$ cat config.mk
export PLATFORM = sky130hd
export DESIGN_NAME = srt_fp_result_packer
export DESIGN_NICKNAME = d
export VERILOG_FILES = /design/src/rtl/srt_fp_result_packer.sv
export SDC_FILE = /design/constraint.sdc
export NUM_CORES = 1
export LEC_CHECK = 0
export ABC_CLOCK_PERIOD_IN_PS = 7400
export BUFFER_PORTS_ARGS = -buffer_cell sky130_fd_sc_hd__buf_2
export CAP_MARGIN = 40
export CORE_ASPECT_RATIO = 1.1
export CORE_MARGIN = 2
export CORE_UTILIZATION = 55
export DETAILED_ROUTE_END_ITERATION = 8
export PLACE_DENSITY = 0.76
export SYNTH_ARGS = -nofsm -noshare
export SYNTH_HDL_FRONTEND = slang
export SYNTH_SLANG_ARGS = --single-unit
$ cat constraint.sdc
create_clock -name clk -period 7.4 [get_ports clk]
set_input_delay 0.37 -clock clk [delete_from_list [all_inputs] [get_ports clk]]
set_output_delay 0.37 -clock clk [all_outputs]
set_load 0.05 [all_outputs]
$ cat src/rtl/srt_fp_result_packer.sv
// rtl/srt_fp_result_packer.sv - SRT divider back end: normalize, denormalize, round-to-nearest-even and pack binary32 (optional SRT_PACK_FTZ_EN flush-to-zero)
module srt_fp_result_packer #(
  parameter int QW    = 27,
  parameter int EXP_W = 10
) (
  input  logic             clk,
  input  logic             rst,
  input  logic             in_valid,
  output logic             in_ready,
  input  logic [QW-1:0]    in_q,
  input  logic             in_sticky,
  input  logic [EXP_W-1:0] in_exp,
  input  logic             in_sign,
  input  logic [1:0]       in_special,
  input  logic             in_dbz,
  input  logic             in_invalid,
  output logic             out_valid,
  input  logic             out_ready,
  output logic [31:0]      out_result,
  output logic [4:0]       out_flags
);

  // One guard bit on the working exponent so a round carry out of 511 cannot wrap.
  localparam int XW = EXP_W + 1;
  localparam logic signed [XW-1:0] ONE  = XW'(1);
  localparam logic signed [XW-1:0] MAXE = XW'(255);
  localparam logic [4:0] MAX_RSH = 5'd28;

  typedef enum logic [2:0] {IDLE, NORM, DENORM, ROUND, OUT} state_t;

  state_t                state, state_n;
  logic [QW-1:0]         q_r, q_n;
  logic                  s_r, s_n;
  logic signed [XW-1:0]  exp_r, exp_n;
  logic                  sign_r, sign_n;
  logic [4:0]            cnt_r, cnt_n;
  logic [31:0]           res_r, res_n;
  logic [4:0]            flags_r, flags_n;

  logic signed [XW-1:0]  in_exp_sx;
  logic                  g, r, st, lsb, up, carry, hidden, inexact, tiny;
  logic [24:0]           sum;
  logic [22:0]           frac_rnd;
  logic signed [XW-1:0]  exp_rnd;

  assign in_exp_sx = {in_exp[EXP_W-1], in_exp};

  // Rounding datapath, only consumed in ROUND.
  assign g        = q_r[2];
  assign r        = q_r[1];
  assign st       = q_r[0] | s_r;
  assign lsb      = q_r[3];
  assign up       = g & (r | st | lsb);
  assign sum      = {1'b0, q_r[26:3]} + {24'd0, up};
  assign carry    = sum[24];
  assign hidden   = carry | sum[23];
  assign frac_rnd = carry ? 23'd0 : sum[22:0];
  assign exp_rnd  = carry ? exp_r + ONE : exp_r;
  assign inexact  = g | r | st;
  assign tiny     = ~q_r[26];

  assign in_ready   = (state == IDLE);
  assign out_valid  = (state == OUT);
  assign out_result = res_r;
  assign out_flags  = flags_r;

  // State and datapath registers.
  always_ff @(posedge clk or posedge rst) begin
    if (rst) begin
      state   <= IDLE;
      q_r     <= '0;
      s_r     <= 1'b0;
      exp_r   <= '0;
      sign_r  <= 1'b0;
      cnt_r   <= '0;
      res_r   <= '0;
      flags_r <= '0;
    end else begin
      state   <= state_n;
      q_r     <= q_n;
      s_r     <= s_n;
      exp_r   <= exp_n;
      sign_r  <= sign_n;
      cnt_r   <= cnt_n;
      res_r   <= res_n;
      flags_r <= flags_n;
    end
  end

  // Next-state and next-datapath logic; everything holds unless a state moves it.
  always_comb begin
    state_n = state;
    q_n     = q_r;
    s_n     = s_r;
    exp_n   = exp_r;
    sign_n  = sign_r;
    cnt_n   = cnt_r;
    res_n   = res_r;
    flags_n = flags_r;
    case (state)
      IDLE: begin
        if (in_valid) begin
          q_n     = in_q;
          s_n     = in_sticky;
          exp_n   = in_exp_sx;
          sign_n  = in_sign;
          cnt_n   = '0;
          flags_n = {in_invalid, in_dbz, 3'b000};
          if (in_special == 2'b11) begin
            res_n   = 32'h7FC00000;
            state_n = OUT;
          end else if (in_special == 2'b10) begin
            res_n   = {in_sign, 31'h7F800000};
            state_n = OUT;
          end else if (in_special == 2'b01 || in_q == '0) begin
            res_n   = {in_sign, 31'd0};
            state_n = OUT;
          end else begin
`ifdef SRT_PACK_FTZ_EN
            state_n = NORM;
`else
            // A negative exponent can never need a left shift, so go straight to
            // right-shifting and save the NORM decision cycle.
            state_n = (in_exp_sx < ONE) ? DENORM : NORM;
`endif
          end
        end
      end
      NORM: begin
        if (!q_r[26] && exp_r > ONE) begin
          q_n   = q_r << 1;
          exp_n = exp_r - ONE;
        end else if (exp_r < ONE) begin
`ifdef SRT_PACK_FTZ_EN
          res_n   = {sign_r, 31'd0};
          flags_n = 5'b00011;
          state_n = OUT;
`else
          state_n = DENORM;
`endif
        end else begin
          state_n = ROUND;
        end
      end
      DENORM: begin
        if (exp_r < ONE) begin
          if (cnt_r == MAX_RSH) begin
            // Everything has already been shifted out; fold the rest into sticky.
            q_n   = '0;
            s_n   = s_r | (|q_r);
            exp_n = ONE;
          end else begin
            q_n   = q_r >> 1;
            s_n   = s_r | q_r[0];
            exp_n = exp_r + ONE;
            cnt_n = cnt_r + 5'd1;
          end
        end else begin
          state_n = ROUND;
        end
      end
      ROUND: begin
        state_n = OUT;
        if (exp_rnd >= MAXE) begin
          res_n   = {sign_r, 31'h7F800000};
          flags_n = 5'b00101;
`ifdef SRT_PACK_FTZ_EN
        end else if (!hidden) begin
          res_n   = {sign_r, 31'd0};
          flags_n = 5'b00011;
`endif
        end else begin
          res_n   = {sign_r, (hidden ? exp_rnd[7:0] : 8'd0), frac_rnd};
          flags_n = {3'b000, tiny & inexact, inexact};
        end
      end
      OUT: begin
        if (out_ready) state_n = IDLE;
      end
      default: state_n = IDLE;
    endcase
  end

endmodule

Word-level counts from Yosys, hierarchy flattened
Index checks and enable logic that the tools add are counted.
- bits in registers: 85
- bits of input ports: 47
- add/sub/neg operators: 4
- order comparisons: 4
- eq/ne operators: 16
- muxes and demuxes: 40
- bitwise gates (word level): 10
- reduce and logical (&&, ||, !) cells: 16
- operators with widths (cell ; number):
    $mux 32 ; 4
    $mux 27 ; 3
    $pmux 27 s3 ; 1
    $pmux 32 s2 ; 1
    $mux 11 ; 5
    $pmux 11 s3 ; 1
    $mux 31 ; 1
    $logic_not 27->1 ; 1
    $reduce_or 27->1 ; 1
    $mux 26 ; 1
    $add 24x1->25 ; 1
    $mux 3 ; 8
    $mux 23 ; 1
    $mux 5 ; 4
    $pmux 5 s2 ; 2
    $pmux 3 s5 ; 1
    $ne 2x2->1 const B ; 6
    $reduce_and 4->1 ; 3
    $add 11x2->11 const B ; 1
    $ge 11x9->1 const B ; 1
    $gt 11x2->1 const B ; 1
    $lt 11x2->1 const B ; 1
    $sub 11x2->11 const B ; 1
    $lt 10x2->1 const B ; 1
    other kinds (24) ; 39

Longest topological paths before layout
- depth after elaboration: 9
- mapped depth: 11

Least setup slack after synthesis
OpenSTA, ideal clock, no wires.
- path type: register -> register
- start point: register state[0]
- end point: register cnt_r[3]
- data arrival time: 2867 ps
- setup slack: 4407 ps
- cell stages (with the launch flop): 9
- buffers on the path: 2
- period minus slack after synthesis: 2993 ps
- path through: dfrtp_1 clkbuf_1 nor3_1 nand2_1 clkbuf_1 a22oi_1 nand4_1 xor2_1 nor2_1
- longest elaborated chain between the ends: 3
- elaborated cells on any way between the ends: 8
- classes of those cells: 4 x eq/ne; 1 x mux; 3 x reduce/logical
- ends and longest elaborated chain (item ; line ; text):
    from (decl) ; 31 ; state_t state, state_n;
    from (signal assigned) ; 79 ; state <= state_n;
    $logic_not 3->1 * ; - ;
    net in_ready ; 9 ; output logic in_ready,
    $ne 2x2->1 (no line) or $reduce_bool 2->1 (tied branches) ; - ;
    $reduce_and 4->1 (no line) ; - ;
    to (signal assigned) ; 84 ; cnt_r <= cnt_n;
    to (decl) ; 36 ; logic [4:0] cnt_r, cnt_n;
The timed path passes the listed nets; every way through them passes the cells marked *.
A chain may end at the register's enable or synchronous reset.

Worst setup path in the final report
- start point: register q_r[2]
- end point: register res_r[26] (netlist: out_result[26])
- longest elaborated chain between the ends: 6
- elaborated cells on any way between the ends: 8
- classes of those cells: 1 x add/sub; 1 x order compare; 4 x mux; 2 x bitwise
- ends and longest elaborated chain (item ; line ; text):
    from (decl) ; 32 ; logic [QW-1:0] q_r, q_n;
    from (signal assigned) ; 80 ; q_r <= q_n;
    $and 1x1->1 * ; 53 ; assign up = g & (r | st | lsb);
    $add 24x1->25 * ; 54 ; assign sum = {1'b0, q_r[26:3]} + {24'd0, up};
    $mux 11 or $or 1x1->1 (tied branches) ; 58, 56 ;
    $ge 11x9->1 or $mux 8 (tied branches) ; 164, 173 ;
    $mux 31 * ; 164 ; if (exp_rnd >= MAXE) begin
    $pmux 32 s2 * ; 100 ; case (state)
    to (signal assigned) ; 85 ; res_r <= res_n;
    to (decl) ; 37 ; logic [31:0] res_r, res_n;
Mark *: on every way between the ends. The rest lies on a longest branch, timed or not.

==> out/metrics.cfg <==
[critical_path]
crit_fanout = 11
crit_family = simple AND/OR/NAND/NOR gates
rrSetupSlack_ns = 4.11
critPathRequiredTime_ns = 7.72
endpoint_kind = flop
start_kind = flop
slowest_stage = nor4_4
critPathKind = flop to flop
arrival_ns = 3.61
cpPeakStageDelay_ns = 0.65
worstPathCellList = and2_1 -> ha_1 -> nand3_2 -> nor4_4 -> o2111ai_1 -> a22oi_1 -> a41oi_2 -> nor3_2 -> o32a_1
critPathBufInv = 0

[timing]
worst_clock_skew_ns = 0.00512
worst_pin_slew_ns = 0.736
setup_slack_ns = 4.11
fin_crit_sh = 0.444
layout_min_cycle_time_ns = 3.29
rsz0062_at_grt = false
final-max-slew-violation-count = 0
hold_viol_final = 0
tns_ns = 0
slew_headroom = 0.507
fmax_mhz = 304
setup_viol = 0

[route]
drt-total-wl_um = 15100
topRoutingLayerUsed = met4
num_vias = 5112
via_per_inst = 6.38
met2_length_um = 7210
wire_per_inst_um = 18.8
wl_met1_um = 6050
wl_met3_um = 1200
dr.pass1.iters = 6
drc = 0
final_antenna_net_count = 0
drtIter0Drc = 398

[floorplanning]
start_util = 0.565
coreArea_um2 = 9350
dieArea_um2 = 10400
die_w_um = 97.5
row_count = 37
die_h_um = 107
ioPinCount = 86

[power]
powerDensity_nw_per_um2 = 491
totalPowerFinal_uw = 2910
ir_worst_vdd_mv = 0.316
leakagePower_uw = 0.00253

[cells_and_area]
fill_cells = 832
n_antenna_cell = 0
finalNonFillerCells = 801
drive_gt1_frac = 0.189
final_area_um2 = 5930
fin_nets = 732
syn_to_final_growth_pct = 12.1
layout.area.seq_um2 = 2130
multi_input_area_um2 = 2840

[synthesis]
synth-seq-cells = 85
yosysSeqAreaShare = 0.402
yosysMostFrequentCell = nand2_1
yosys_warnings = 0
async_flop_share = 1.00
synth_cell_types = 65
synth_area_um2 = 5290
avgSynthCellArea_um2 = 8.31
synth_top_cell_by_area = dfrtp_1
synthFlopType = dfrtp_1
synth_area_leaders = dfrtp_1 40%, nand2_1 6.5%, nor2_1 5.5%
synthTopCellsByCount = 92 x nand2_1, 85 x dfrtp_1, 78 x nor2_1
synthCells = 636
synth_nets = 689
synth_top_area_frac = 0.402
synth_edf_count = 0

[clocking]
clk_pin_slew_ns = 0.09
cts_hold_buf = 0
cts_htree_levels = 3
cts_tree = built
post_cts_resized = 0
root_buffer = clkbuf_8
clock_sinks = 85
cts_made_buffers = 9
postCtsSetupRepairBufs = 0
insertion_delay_ns = 0.38
clock_path_buffers = 2

[place]
port_buffers = 85
gp_congestion = 0.941
place_hpwl_um = 10700
dpl-instance-area_um2 = 5710
placed_cells = 785
pre_cts_slack_ns = 4.19

[grt]
track_usage = 0.295
grt-ovfl-total = 0
grt_pass1_vias = 4840
grt_antenna_before_repair = 0
grt_max_degree = 60
grt_first_pass_wirelength_um = 24700

[outcome]
status = finished clean

[job]
cap_violations = 0

[hold_path]
hp-class = primary input to asynchronous set/reset pin

## cells by family (layout without fill, tap and decap cells)
family / count (synthesis) / after routing / share of synthesized area
and+or+nand+nor: 267 / 267 / 0.248
AOI/OAI and AO/OA: 164 / 164 / 0.210
DFF: 85 / 85 / 0.402
buffers and inverters: 76 / 124 / 0.0620
xor gates and xnor gates: 37 / 37 / 0.0613
adders and majority gates: 6 / 6 / 0.0142
muxes: 1 / 1 / 0.00189
## registers in the layout (all words and copies together), names as in the netlist
| register | flops |
|---|---|
| out_flags | 5 |
| sign_r | 1 |
| s_r | 1 |
| state | 3 |
| exp_r | 11 |
| cnt_r | 5 |
| q_r | 27 |
| out_result | 32 |
## path summary, 6_finish.rpt
path,from,to,cells after the start
min reg2reg,out_result[11],out_result[11],2
min in group clk,in_dbz,out_flags[3],3
max,q_r[2],out_result[26],9
max in group asynchronous,rst,exp_r[7],4
max reg2reg,q_r[2],out_result[26],9
min,rst,out_result[5],3
## cell type report
class | count | share of cell area
Multi-Input combinational cell | 475 | 0.479
Sequential cell | 85 | 0.359
Timing Repair Buffer | 95 | 0.0925
Tap cell | 117 | 0.0247
Clock buffer | 10 | 0.0215
Clock inverter | 6 | 0.0148
Inverter | 13 | 0.00844
## report_power, final
group	switching (uW)	leakage (uW)	internal, uW
sequential	345	0.00104	681
clock	180	0.000110	190
combinational	1020	0.00138	500
total	1540	0.00253	1370
## layer usage
layer,vias up,GRT usage
met2,271,0.476
met5,-,0
met3,48,0.0600
met4,0,0.149
li1,2357,-
met1,2436,0.377
## per-stage QoR
stage          hold WS [ns]  utilization
4_1_cts               0.111        0.634
6_report             0.0901        0.634
3_3_place_gp          0.459        0.601
3_5_place_dp          0.467        0.611
5_1_grt               0.127        0.634
2_1_floorplan         0.446            -
## placed cells by master, fill, tap and decap left out, types with 3 or more instances in the layout
master | netlist | routed
a221oi_1 | 6 | 6
xnor2_1 | 20 | 20
and4_1 | 4 | 4
dfrtp_1 | 85 | 85
nor3_1 | 15 | 15
o21ai_1 | 22 | 22
a31oi_1 | 32 | 32
nand3_1 | 17 | 17
and2_1 | 8 | 8
nand4_1 | 10 | 10
o21ai_0 | 21 | 21
and3_1 | 4 | 4
clkinv_2 | 0 | 3
clkbuf_8 | 0 | 9
o221ai_1 | 3 | 3
buf_2 | 18 | 85
a221o_1 | 3 | 3
nor4_1 | 18 | 18
o22ai_1 | 3 | 3
nor2_1 | 78 | 77
ha_1 | 6 | 6
a21oi_1 | 17 | 17
nand2_1 | 92 | 92
a22oi_1 | 29 | 29
buf_4 | 3 | 7
xor2_1 | 17 | 17
o32a_1 | 8 | 8
inv_1 | 13 | 12
## worst register-to-register path, cell delays in order (launching register included)
cell,delay [ns]
dfrtp_1,0.47
and2_1,0.16
ha_1,0.18
nand3_2,0.19
nor4_4,0.66
o2111ai_1,0.21
a22oi_1,0.25
a41oi_2,0.19
nor3_2,0.64
o32a_1,0.28
Note: power is estimated with default switching activity, not from simulation.
